`src/rtl/riscv_pkg.sv`:
```
// Shared RV32I definitions: opcode constants, immediate formats and the default datapath width.
// Used by the decode stage and the execute-stage ALU.
package riscv_pkg;

   localparam int WIDTH_DEF = 32;

   localparam logic [6:0] OPC_OP_IMM = 7'b0010011;
   localparam logic [6:0] OPC_OP     = 7'b0110011;
   localparam logic [6:0] OPC_STORE  = 7'b0100011;
   localparam logic [6:0] OPC_LOAD   = 7'b0000011;
   localparam logic [6:0] OPC_BRANCH = 7'b1100011;
   localparam logic [6:0] OPC_JAL    = 7'b1101111;
   localparam logic [6:0] OPC_JALR   = 7'b1100111;
   localparam logic [6:0] OPC_LUI    = 7'b0110111;
   localparam logic [6:0] OPC_AUIPC  = 7'b0010111;

   typedef enum logic [2:0] {
      FMT_I,
      FMT_S,
      FMT_B,
      FMT_J,
      FMT_U,
      FMT_NONE
   } imm_fmt_t;

   function automatic imm_fmt_t imm_fmt_of(input logic [6:0] opcode);
      case (opcode)
         OPC_OP_IMM, OPC_LOAD, OPC_JALR: imm_fmt_of = FMT_I;
         OPC_STORE:                      imm_fmt_of = FMT_S;
         OPC_BRANCH:                     imm_fmt_of = FMT_B;
         OPC_JAL:                        imm_fmt_of = FMT_J;
         OPC_LUI, OPC_AUIPC:             imm_fmt_of = FMT_U;
         default:                        imm_fmt_of = FMT_NONE;
      endcase
   endfunction

endpackage

```
`src/rtl/reg_file.sv`:
```
// Integer register file: two combinational read ports with write-through bypass,
// one synchronous write port, x0 reads as zero.
import riscv_pkg::*;

module reg_file #(
   parameter int WIDTH = WIDTH_DEF,
   parameter int NREGS = 32
) (
   input  logic                  clk,
   input  logic                  rst,
   input  logic                  we,
   input  logic [4:0]            waddr,
   input  logic [WIDTH-1:0]      wdata,
   input  logic [1:0][4:0]       raddr,
   output logic [1:0][WIDTH-1:0] rdata
);

   logic [WIDTH-1:0] regs [NREGS];

   always_ff @(posedge clk) begin
      if (rst) begin
         for (int i = 0; i < NREGS; i++) begin
            regs[i] <= '0;
         end
      end else if (we && waddr != 5'd0) begin
         regs[waddr] <= wdata;
      end
   end

   // A write landing in the same cycle as a read is forwarded straight to the reader.
   genvar gi;
   generate
      for (gi = 0; gi < 2; gi++) begin : g_rd
         assign rdata[gi] = (raddr[gi] == 5'd0)              ? '0    :
                            (we && waddr == raddr[gi])       ? wdata :
                                                               regs[raddr[gi]];
      end
   endgenerate

endmodule

```
`src/rtl/decode_stage.sv`:
```
// RV32I decode stage: register-file reads, operand selection and immediate generation
// into a registered execute-stage interface with stall/flush control.
import riscv_pkg::*;

module decode_stage #(
   parameter int WIDTH = WIDTH_DEF,
   parameter int NREGS = 32
) (
   input  logic             clk,
   input  logic             rst,
   input  logic             if_valid,
   input  logic [31:0]      if_instr,
   input  logic [WIDTH-1:0] if_pc,
   output logic             if_ready,
   input  logic             stall,
   input  logic             flush,
   input  logic             wb_we,
   input  logic [4:0]       wb_rd,
   input  logic [WIDTH-1:0] wb_data,
   output logic             ex_valid,
   output logic [6:0]       ex_opcode,
   output logic [2:0]       ex_funct3,
   output logic [6:0]       ex_funct7,
   output logic [WIDTH-1:0] ex_op_a,
   output logic [WIDTH-1:0] ex_op_b,
   output logic [WIDTH-1:0] ex_imm,
   output logic [WIDTH-1:0] ex_store_data,
   output logic [4:0]       ex_rd,
   output logic             ex_reg_write,
   output logic [WIDTH-1:0] ex_pc,
   output logic             ex_illegal
);

   localparam logic [WIDTH-1:0] LINK_OFFSET = WIDTH'(4);

   logic [31:0]            held_instr_reg;
   logic [WIDTH-1:0]       held_pc_reg;
   logic [31:0]            sel_instr;
   logic [WIDTH-1:0]       sel_pc;
   logic [1:0][4:0]        raddr;
   logic [1:0][WIDTH-1:0]  rdata;
   logic [6:0]             opcode;
   imm_fmt_t               fmt;
   logic [WIDTH-1:0]       imm_next;
   logic [WIDTH-1:0]       op_a_next;
   logic [WIDTH-1:0]       op_b_next;
   logic                   reg_write_next;
   logic                   illegal_next;

   assign if_ready = !stall;

   // While stalled, the held instruction is re-decoded so operands pick up late writebacks.
   assign sel_instr = stall ? held_instr_reg : if_instr;
   assign sel_pc    = stall ? held_pc_reg    : if_pc;
   assign raddr     = {sel_instr[24:20], sel_instr[19:15]};
   assign opcode    = sel_instr[6:0];
   assign fmt       = imm_fmt_of(opcode);

   reg_file #(.WIDTH(WIDTH), .NREGS(NREGS)) u_reg_file (
      .clk   (clk),
      .rst   (rst),
      .we    (wb_we),
      .waddr (wb_rd),
      .wdata (wb_data),
      .raddr (raddr),
      .rdata (rdata)
   );

   always_comb begin
      case (fmt)
         FMT_I:   imm_next = {{(WIDTH-11){sel_instr[31]}}, sel_instr[30:20]};
         FMT_S:   imm_next = {{(WIDTH-11){sel_instr[31]}}, sel_instr[30:25], sel_instr[11:7]};
         FMT_B:   imm_next = {{(WIDTH-12){sel_instr[31]}}, sel_instr[7], sel_instr[30:25],
                              sel_instr[11:8], 1'b0};
         FMT_J:   imm_next = {{(WIDTH-20){sel_instr[31]}}, sel_instr[19:12], sel_instr[20],
                              sel_instr[30:21], 1'b0};
         FMT_U:   imm_next = {{(WIDTH-31){sel_instr[31]}}, sel_instr[30:12], 12'b0};
         default: imm_next = '0;
      endcase
   end

   always_comb begin
      op_a_next      = '0;
      op_b_next      = '0;
      reg_write_next = 1'b0;
      illegal_next   = 1'b0;
      case (opcode)
         OPC_OP_IMM, OPC_LOAD: begin
            op_a_next      = rdata[0];
            op_b_next      = imm_next;
            reg_write_next = 1'b1;
         end
         OPC_OP: begin
            op_a_next      = rdata[0];
            op_b_next      = rdata[1];
            reg_write_next = 1'b1;
         end
         OPC_BRANCH: begin
            op_a_next = rdata[0];
            op_b_next = rdata[1];
         end
         OPC_STORE: begin
            op_a_next = rdata[0];
            op_b_next = imm_next;
         end
         OPC_JAL, OPC_JALR: begin
            op_a_next      = sel_pc;
            op_b_next      = LINK_OFFSET;
            reg_write_next = 1'b1;
         end
         OPC_LUI: begin
            op_b_next      = imm_next;
            reg_write_next = 1'b1;
         end
         OPC_AUIPC: begin
            op_a_next      = sel_pc;
            op_b_next      = imm_next;
            reg_write_next = 1'b1;
         end
         default: illegal_next = 1'b1;
      endcase
      if (sel_instr[11:7] == 5'd0) begin
         reg_write_next = 1'b0;
      end
   end

   always_ff @(posedge clk) begin
      if (rst || flush) begin
         held_instr_reg <= '0;
         held_pc_reg    <= '0;
         ex_valid       <= 1'b0;
         ex_opcode      <= '0;
         ex_funct3      <= '0;
         ex_funct7      <= '0;
         ex_op_a        <= '0;
         ex_op_b        <= '0;
         ex_imm         <= '0;
         ex_store_data  <= '0;
         ex_rd          <= '0;
         ex_reg_write   <= 1'b0;
         ex_pc          <= '0;
         ex_illegal     <= 1'b0;
      end else if (stall) begin
         ex_op_a       <= op_a_next;
         ex_op_b       <= op_b_next;
         ex_store_data <= rdata[1];
      end else begin
         held_instr_reg <= if_instr;
         held_pc_reg    <= if_pc;
         ex_valid       <= if_valid;
         ex_opcode      <= opcode;
         ex_funct3      <= sel_instr[14:12];
         ex_funct7      <= sel_instr[31:25];
         ex_op_a        <= op_a_next;
         ex_op_b        <= op_b_next;
         ex_imm         <= imm_next;
         ex_store_data  <= rdata[1];
         ex_rd          <= sel_instr[11:7];
         ex_reg_write   <= if_valid && reg_write_next;
         ex_pc          <= sel_pc;
         ex_illegal     <= illegal_next;
      end
   end

endmodule

```
`config.mk`:
```
export PLATFORM = sky130hd
export DESIGN_NAME = decode_stage
export DESIGN_NICKNAME = d
export VERILOG_FILES = /design/src/rtl/riscv_pkg.sv /design/src/rtl/reg_file.sv /design/src/rtl/decode_stage.sv
export SDC_FILE = /design/constraint.sdc
export NUM_CORES = 2
export LEC_CHECK = 0
export CAP_MARGIN = 25
export CORE_MARGIN = 8
export CORE_UTILIZATION = 60
export DETAILED_ROUTE_END_ITERATION = 12
export GPL_TIMING_DRIVEN = 0
export PLACE_DENSITY = 0.77
export SLEW_MARGIN = 20
export SYNTH_ARGS = -nofsm -noshare
export SYNTH_HDL_FRONTEND = slang
export SYNTH_SLANG_ARGS = --single-unit
```
`constraint.sdc`:
```
create_clock -name clk -period 5 [get_ports clk]
set_clock_uncertainty 0.2 [all_clocks]
set_input_delay 0.5 -clock clk [delete_from_list [all_inputs] [get_ports clk]]
set_output_delay 0.5 -clock clk [all_outputs]
set_load 0.05 [all_outputs]
```
# ---- After elaboration in Yosys (flattened, before gate mapping)
# Memory sizes are Yosys's and may differ from the RTL's.
# Index checks and enable logic that the tools add are counted.
dict set report op_classes {
  eq_ne 15
  n_mux 21
  reduce_logical 21
}
# op n
set ops {}
lappend ops {{$mux W32} 7}
lappend ops {{$pmux W32 S5} 1}
lappend ops {{$pmux W32 S3} 1}
lappend ops {{$pmux W32 S2} 1}
lappend ops {{$reduce_or A32 Y1} 1}
lappend ops {{$eq A7 B6 Y1 const B} 3}
lappend ops {{$eq A7 B7 Y1 const B} 3}
lappend ops {{$logic_not A5 Y1} 3}
lappend ops {{$pmux W3 S5} 1}
lappend ops {{$eq A7 B5 Y1 const B} 2}
lappend ops {{$eq A5 B5 Y1} 2}
lappend ops {{$reduce_or A5 Y1} 2}
lappend ops {{$mux W1} 9}
lappend ops {{$reduce_or A9 Y1} 1}
lappend ops {{$eq A7 B2 Y1 const B} 1}
lappend ops {{$reduce_or A7 Y1} 1}
lappend ops {{$eq A3 B2 Y1 const B} 2}
lappend ops {{$reduce_or A2 Y1} 3}
lappend ops {{$reduce_or A3 Y1} 2}
lappend ops {{$mux W5} 1}
lappend ops {{$reduce_bool A5 Y1} 1}
lappend ops {{$logic_and A1 B1 Y1} 4}
lappend ops {{$eq A3 B1 Y1 const B} 1}
lappend ops {{$eq A3 B3 Y1 const B} 1}
lappend ops {{3 further kinds} 3}
dict set report word_totals {
  reg_bits 249
  ramBits 1024
  inputBits 107
  output_inout_bits 186
  wordCells 72
  mem_count 1
}
# name depth word_bits read_ports rd_ports_with_merged_regs write_ports line_no
set memory_table {}
lappend memory_table {u_reg_file.regs 32 32 2 0 32 reg_file.sv:18} ;# logic [WIDTH-1:0] regs [NREGS];

# ---- Longest topological paths before layout
dict set report depth {
  depth_word 7
  depth_mapped 14
  ltp_nobuf 8
}

# ---- By module
# From an unflattened synthesis, not the netlist that was laid out.
dict set report unflattened {
  cells_unflattened 4739
  hier_area_um2 63972.6
}
# mod instances cells_each area_each_um2 seq_area_each_um2
set by_module_without_submodules {}
lappend by_module_without_submodules {reg_file 1 3830 55185.4 30749.5}
lappend by_module_without_submodules {decode_stage 1 909 8787.2 4984.8}

# ---- Worst setup path before layout
# No wires, ideal clock.
dict set report synth_path {
  path_type {in2reg}
  from {input port stall}
  to {register ex_op_b[10]}
  setup_time_ns 0.133
  arrival_ns 2.714
  t_required_ns 4.667
  slack_ns 1.952
  cell_stages 13
  n_path_buf 6
  cell_sequence {buf_6 -> mux2_2 -> buf_4 -> buf_4 -> buf_6 -> buf_6 -> buf_2 -> mux2i_1 -> o221ai_1 -> o21ai_0 -> nand2_1 -> a211oi_1 -> o22ai_1}
}
dict set report synth_between {
  elab_chain_len 7
  elab_cells_between_ends 29
  cone_classes {eq/ne (14); mux (6); reduce/logical (8); memory (1)}
}
# element line_no
set synth_rtl {}
lappend synth_rtl {{start: declaration} decode_stage.sv:15} ;# input logic stall,
lappend synth_rtl {{$mux W32 (*)} -}
lappend synth_rtl {{$eq A7 B7 Y1, or another cell as far along} {riscv_pkg.sv:27, decode_stage.sv:87}}
lappend synth_rtl {{$reduce_or A3 Y1 / $reduce_or A2 Y1 (equally long branches)} riscv_pkg.sv:27} ;# case (opcode)
lappend synth_rtl {{$pmux W3 S5} riscv_pkg.sv:27}
lappend synth_rtl {{$eq A3 B3 Y1, or another cell as far along} decode_stage.sv:70} ;# case (fmt)
lappend synth_rtl {{$pmux W32 S5} decode_stage.sv:70}
lappend synth_rtl {{$pmux W32 S3 (*)} decode_stage.sv:87} ;# case (opcode)
lappend synth_rtl {{end signal: assignment} decode_stage.sv:145} ;# ex_op_b <= op_b_next;
lappend synth_rtl {{end signal: assignment} decode_stage.sv:155} ;# ex_op_b <= op_b_next;
lappend synth_rtl {{end: declaration} decode_stage.sv:25} ;# output logic [WIDTH-1:0] ex_op_b,
# Mark *: on every way between the ends. The rest lies on a longest branch, timed or not.
# A chain may end at the register's enable or synchronous reset.

# ---- Final worst setup path
dict set report layout_path {
  from {register held_instr_reg[22]}
  to {register ex_op_b[4]}
}
dict set report layout_between {
  elab_chain_len 6
  elab_cells_between_ends 8
  cone_classes {eq/ne (1); mux (4); reduce/logical (2); memory (1)}
}
# element line_no
set layout_rtl {}
lappend layout_rtl {{start: declaration} decode_stage.sv:36} ;# logic [31:0] held_instr_reg;
lappend layout_rtl {{start signal: assignment} decode_stage.sv:148} ;# held_instr_reg <= if_instr;
lappend layout_rtl {{$mux W32 (*)} -}
lappend layout_rtl {{branches (longest 3 deep; another with $mem_v2 Z32 W32)} -}
lappend layout_rtl {{$mux W32 (*)} reg_file.sv:34} ;# assign rdata[gi] = (raddr[gi] == 5'd0) ? '0 :
lappend layout_rtl {{$pmux W32 S3 (*)} decode_stage.sv:87}
# Every way passes the cells marked *.

==> results.json <==
{
  "status": "finished with violations",
  "violations": "DRC, setup timing",
  "synth_top_family_by_area": "simple AND/OR/NAND/NOR gates",
  "antenna_found_initial": 17,
  "clk_latency_ns": 0.78,
  "h-tree-depth": 4,
  "fin_tns_setup_ns": -1.689,
  "slew_violations": 0,
  "start_util": 0.6053,
  "setup_ws_ns": -0.3101,
  "relSlewSlack": 0.1133,
  "fmax_mhz": 188.3,
  "regMostFlops": "u_reg_file.regs",
  "synth_warnings": 0,
  "cap_violations": 0,
  "crit_top_cell": "clkbuf_1",
  "synth_edf_count": 1024,
  "end_kind": "flop",
  "clockBufferDepth": 3,
  "clock-sinks": 1273,
  "ys_ff_latch": 1273,
  "hold_start": "if_pc[27]",
  "pre_cts_slack_ns": -0.7954,
  "synth.mux.area_fraction": 0.1655,
  "final_cell_mix": "1024 x edfxtp_1, 996 x and2_1, 525 x nand2_1",
  "syn_area_per_cell_um2": 12.36,
  "peakVddDrop_mv": 0.3198,
  "dr_total_vias": 51487,
  "r2r-end": "ex_op_b[4]",
  "dp_cells": 6895,
  "die_h_um": 342.1,
  "switching_power_mw": 7.590,
  "syn_to_final_growth_pct": 15.07,
  "layout.cells.non_filler": 7171,
  "max_stage_delay_ns": 0.92,
  "crit_path_top_delay_cell": "a2111oi_2",
  "drt_iter0_drc": 9443,
  "antenna_left": 0,
  "required_ns": 5.41,
  "clk_pin_slew_ns": 0.06,
  "final_layout_size_suffix_gt1_frac": 0.1428,
  "grt_start_max_net_pins": 33,
  "port_buffers": 286,
  "firstDrtPassIters": 12,
  "gr-usage-met2": 0.6347,
  "grt_setup_unrepaired": "false",
  "reg2reg_slack_ns": -0.31,
  "cp-start-kind": "flop",
  "synth-xor-area-share": 0.001373,
  "synth_ff_type": "edfxtp_1",
  "num_rows": 119,
  "min_period_ns": 5.310,
  "post_drt_wl_per_cell_um": 39.25,
  "finalCritPeriodShare": 1.062,
  "syn_area_um2": 63810,
  "crit_chain": "mux2_2 -> nand2_1 -> clkbuf_1 -> clkbuf_1 -> a21oi_1 -> a2111oi_2 -> o32ai_1 -> mux2i_1 -> o22ai_1",
  "clk_root_buffer_cell": "clkbuf_16",
  "grt.busiest_layer": "met2",
  "cts-buffers-inserted": 135,
  "final_nets": 5759,
  "clkPwrFrac": 0.379,
  "dieArea_um2": 117000,
  "worstHoldEndpoint": "ex_pc[27]",
  "arrival_ns": 5.72,
  "synth-compound-area-share": 0.05747,
  "seqPwrFrac": 0.464,
  "worstReg2RegStart": "held_instr_reg[22]",
  "grt_use_total": 0.4652,
  "overflow": 0,
  "final_common_cell": "edfxtp_1",
  "worstSetupPathType": "reg -> reg",
  "intPower_mw": 18.82,
  "tritoncts": "done",
  "synth.distinct_cells": 74,
  "dp_hpwl_um": 209700,
  "avgViaCountPerCell": 7.180,
  "fp.coreArea_um2": 105400,
  "die_x_um": 342.1,
  "grt_pass1_vias": 47493,
  "async_reset_ff_frac": 0,
  "largest_reg_flops": 1024,
  "synth-seq-area-share": 0.5600,
  "drc": 3,
  "yosys.area_share.adder": 0,
  "met1_usage": 0.5464,
  "fillers": 7603,
  "setup_viol_count_final": 13,
  "yosys.area_share.simple": 0.1825,
  "rr_worst_depth": 9,
  "boundaryPins": 293,
  "place_congestion": 1.054,
  "synth_cells": 5163,
  "wirelength_um": 281400,
  "use_met3": 0.2715,
  "cp_max_fo": 10,
  "power_leakage_nw": 25.73,
  "hold_path.class": "in -> reg",
  "power_density_nw_per_um2": 359.6,
  "hold_violations": 0,
  "grt_pass1_wl_um": 373500,
  "tightestPinTransition_ns": 1.297,
  "p_comb_frac": 0.156,
  "min_path_cells": 3,
  "swShare": 0.2875
}
repair_timing:
item                                   in CTS  in global routing
resized for setup                           1                  1
setup endpoints to repair                   1                  3
setup buffers                               0                  0
endpoints found under the hold margin       0                  1
hold buffers                                0                  1
critical path: cells and delay by family (launching register included):
| family | cells | cell delay (ns) |
|---|---|---|
| buf+inv | 2 | 1.67 |
| compound gates | 4 | 1.63 |
| mux | 2 | 1.00 |
| flops | 1 | 0.34 |
| simple gates | 1 | 0.28 |
Yosys cell counts, types with 15 or more instances:
library cell  count  share of area
o21ai_0         127          0.010
dfxtp_1         249          0.078
a2111oi_0        22         0.0030
and2_1          996          0.098
nor3_1           19         0.0015
a22oi_1          44         0.0052
mux4_2          387           0.14
a21oi_1         170          0.013
buf_1            34         0.0020
clkbuf_1        354          0.021
nand4_1          55         0.0054
nor2b_1          15         0.0015
edfxtp_1       1024           0.48
nand2b_1         15         0.0015
nand3_1         150          0.012
buf_4            21         0.0025
o22ai_1          52         0.0051
buf_2            75         0.0059
mux2i_1         168          0.026
nor2_1          380          0.022
o221ai_1         38         0.0052
nand2_1         525          0.031
or2_2            35         0.0034
power by group through the flow:
| stage | Sequential [mW] | Combinational, mW | Clock [mW] |
|---|---|---|---|
| global route | 12.3 | 4.04 | 10.2 |
| finish | 12.3 | 4.12 | 10.0 |
| floorplan | 12.5 | 1.92 | 0 |
| CTS | 12.2 | 3.79 | 9.87 |
| global placement | 12.4 | 3.70 | 0 |
| detailed placement | 12.5 | 3.77 | 0 |
final cells by class:
class | instances | area (um2) | area share
inverters | 1 | 3.754 | 0.00005112
plain buffers | 494 | 2137 | 0.02910
clock buffers | 179 | 3752 | 0.05110
diodes | 23 | 57.56 | 0.0007838
clock inverters | 63 | 528.0 | 0.007191
multi-input cells | 3425 | 26170 | 0.3564
flip-flops and latches | 1273 | 35730 | 0.4867
well taps | 1391 | 1740 | 0.02370
repair buffers | 322 | 3303 | 0.04499
how the worst max path moves through the flow:
stage                            start          endpoint  slack (ns)  cells past startpoint
finish              held_instr_reg[22]        ex_op_b[4]       -0.31                      9
global route        held_instr_reg[22]        ex_op_b[4]        0.03                      9
CTS                 held_instr_reg[20]  ex_store_data[9]        0.14                     12
detailed placement        if_instr[22]        ex_op_b[4]       -0.80                     11
global placement          if_instr[21]  ex_store_data[8]       -1.90                      9
floorplan                        stall       ex_op_b[10]        1.95                     13
routing by layer:
layer / share of wire / wire [um]
met4: 0.088 / 24730
met1: 0.32 / 89870
met5: 0.00099 / 278
met2: 0.40 / 112000
met3: 0.19 / 54590
logic make-up after synthesis:
kind of cell	count (synthesis)
AOI/OAI and AO/OA	572
xor gates and xnor gates	10
buffers and inverters	496
DFF	1273
muxes	568
other	1
and+or+nand+nor	2243
through the flow:
step           hold slack [ns]  area, um2    util  power, mW
5_1_grt                 0.1609      73390  0.6962      26.55
4_1_cts                 0.1221      73230  0.6947      25.90
3_5_place_dp            0.2555      68940  0.6540      16.23
2_1_floorplan           0.2488      63930       -      14.40
3_3_place_gp            0.2511      68530  0.6501      16.12
6_report                0.1494      73430  0.6966      26.41
Power figures use the tool's default switching activity.
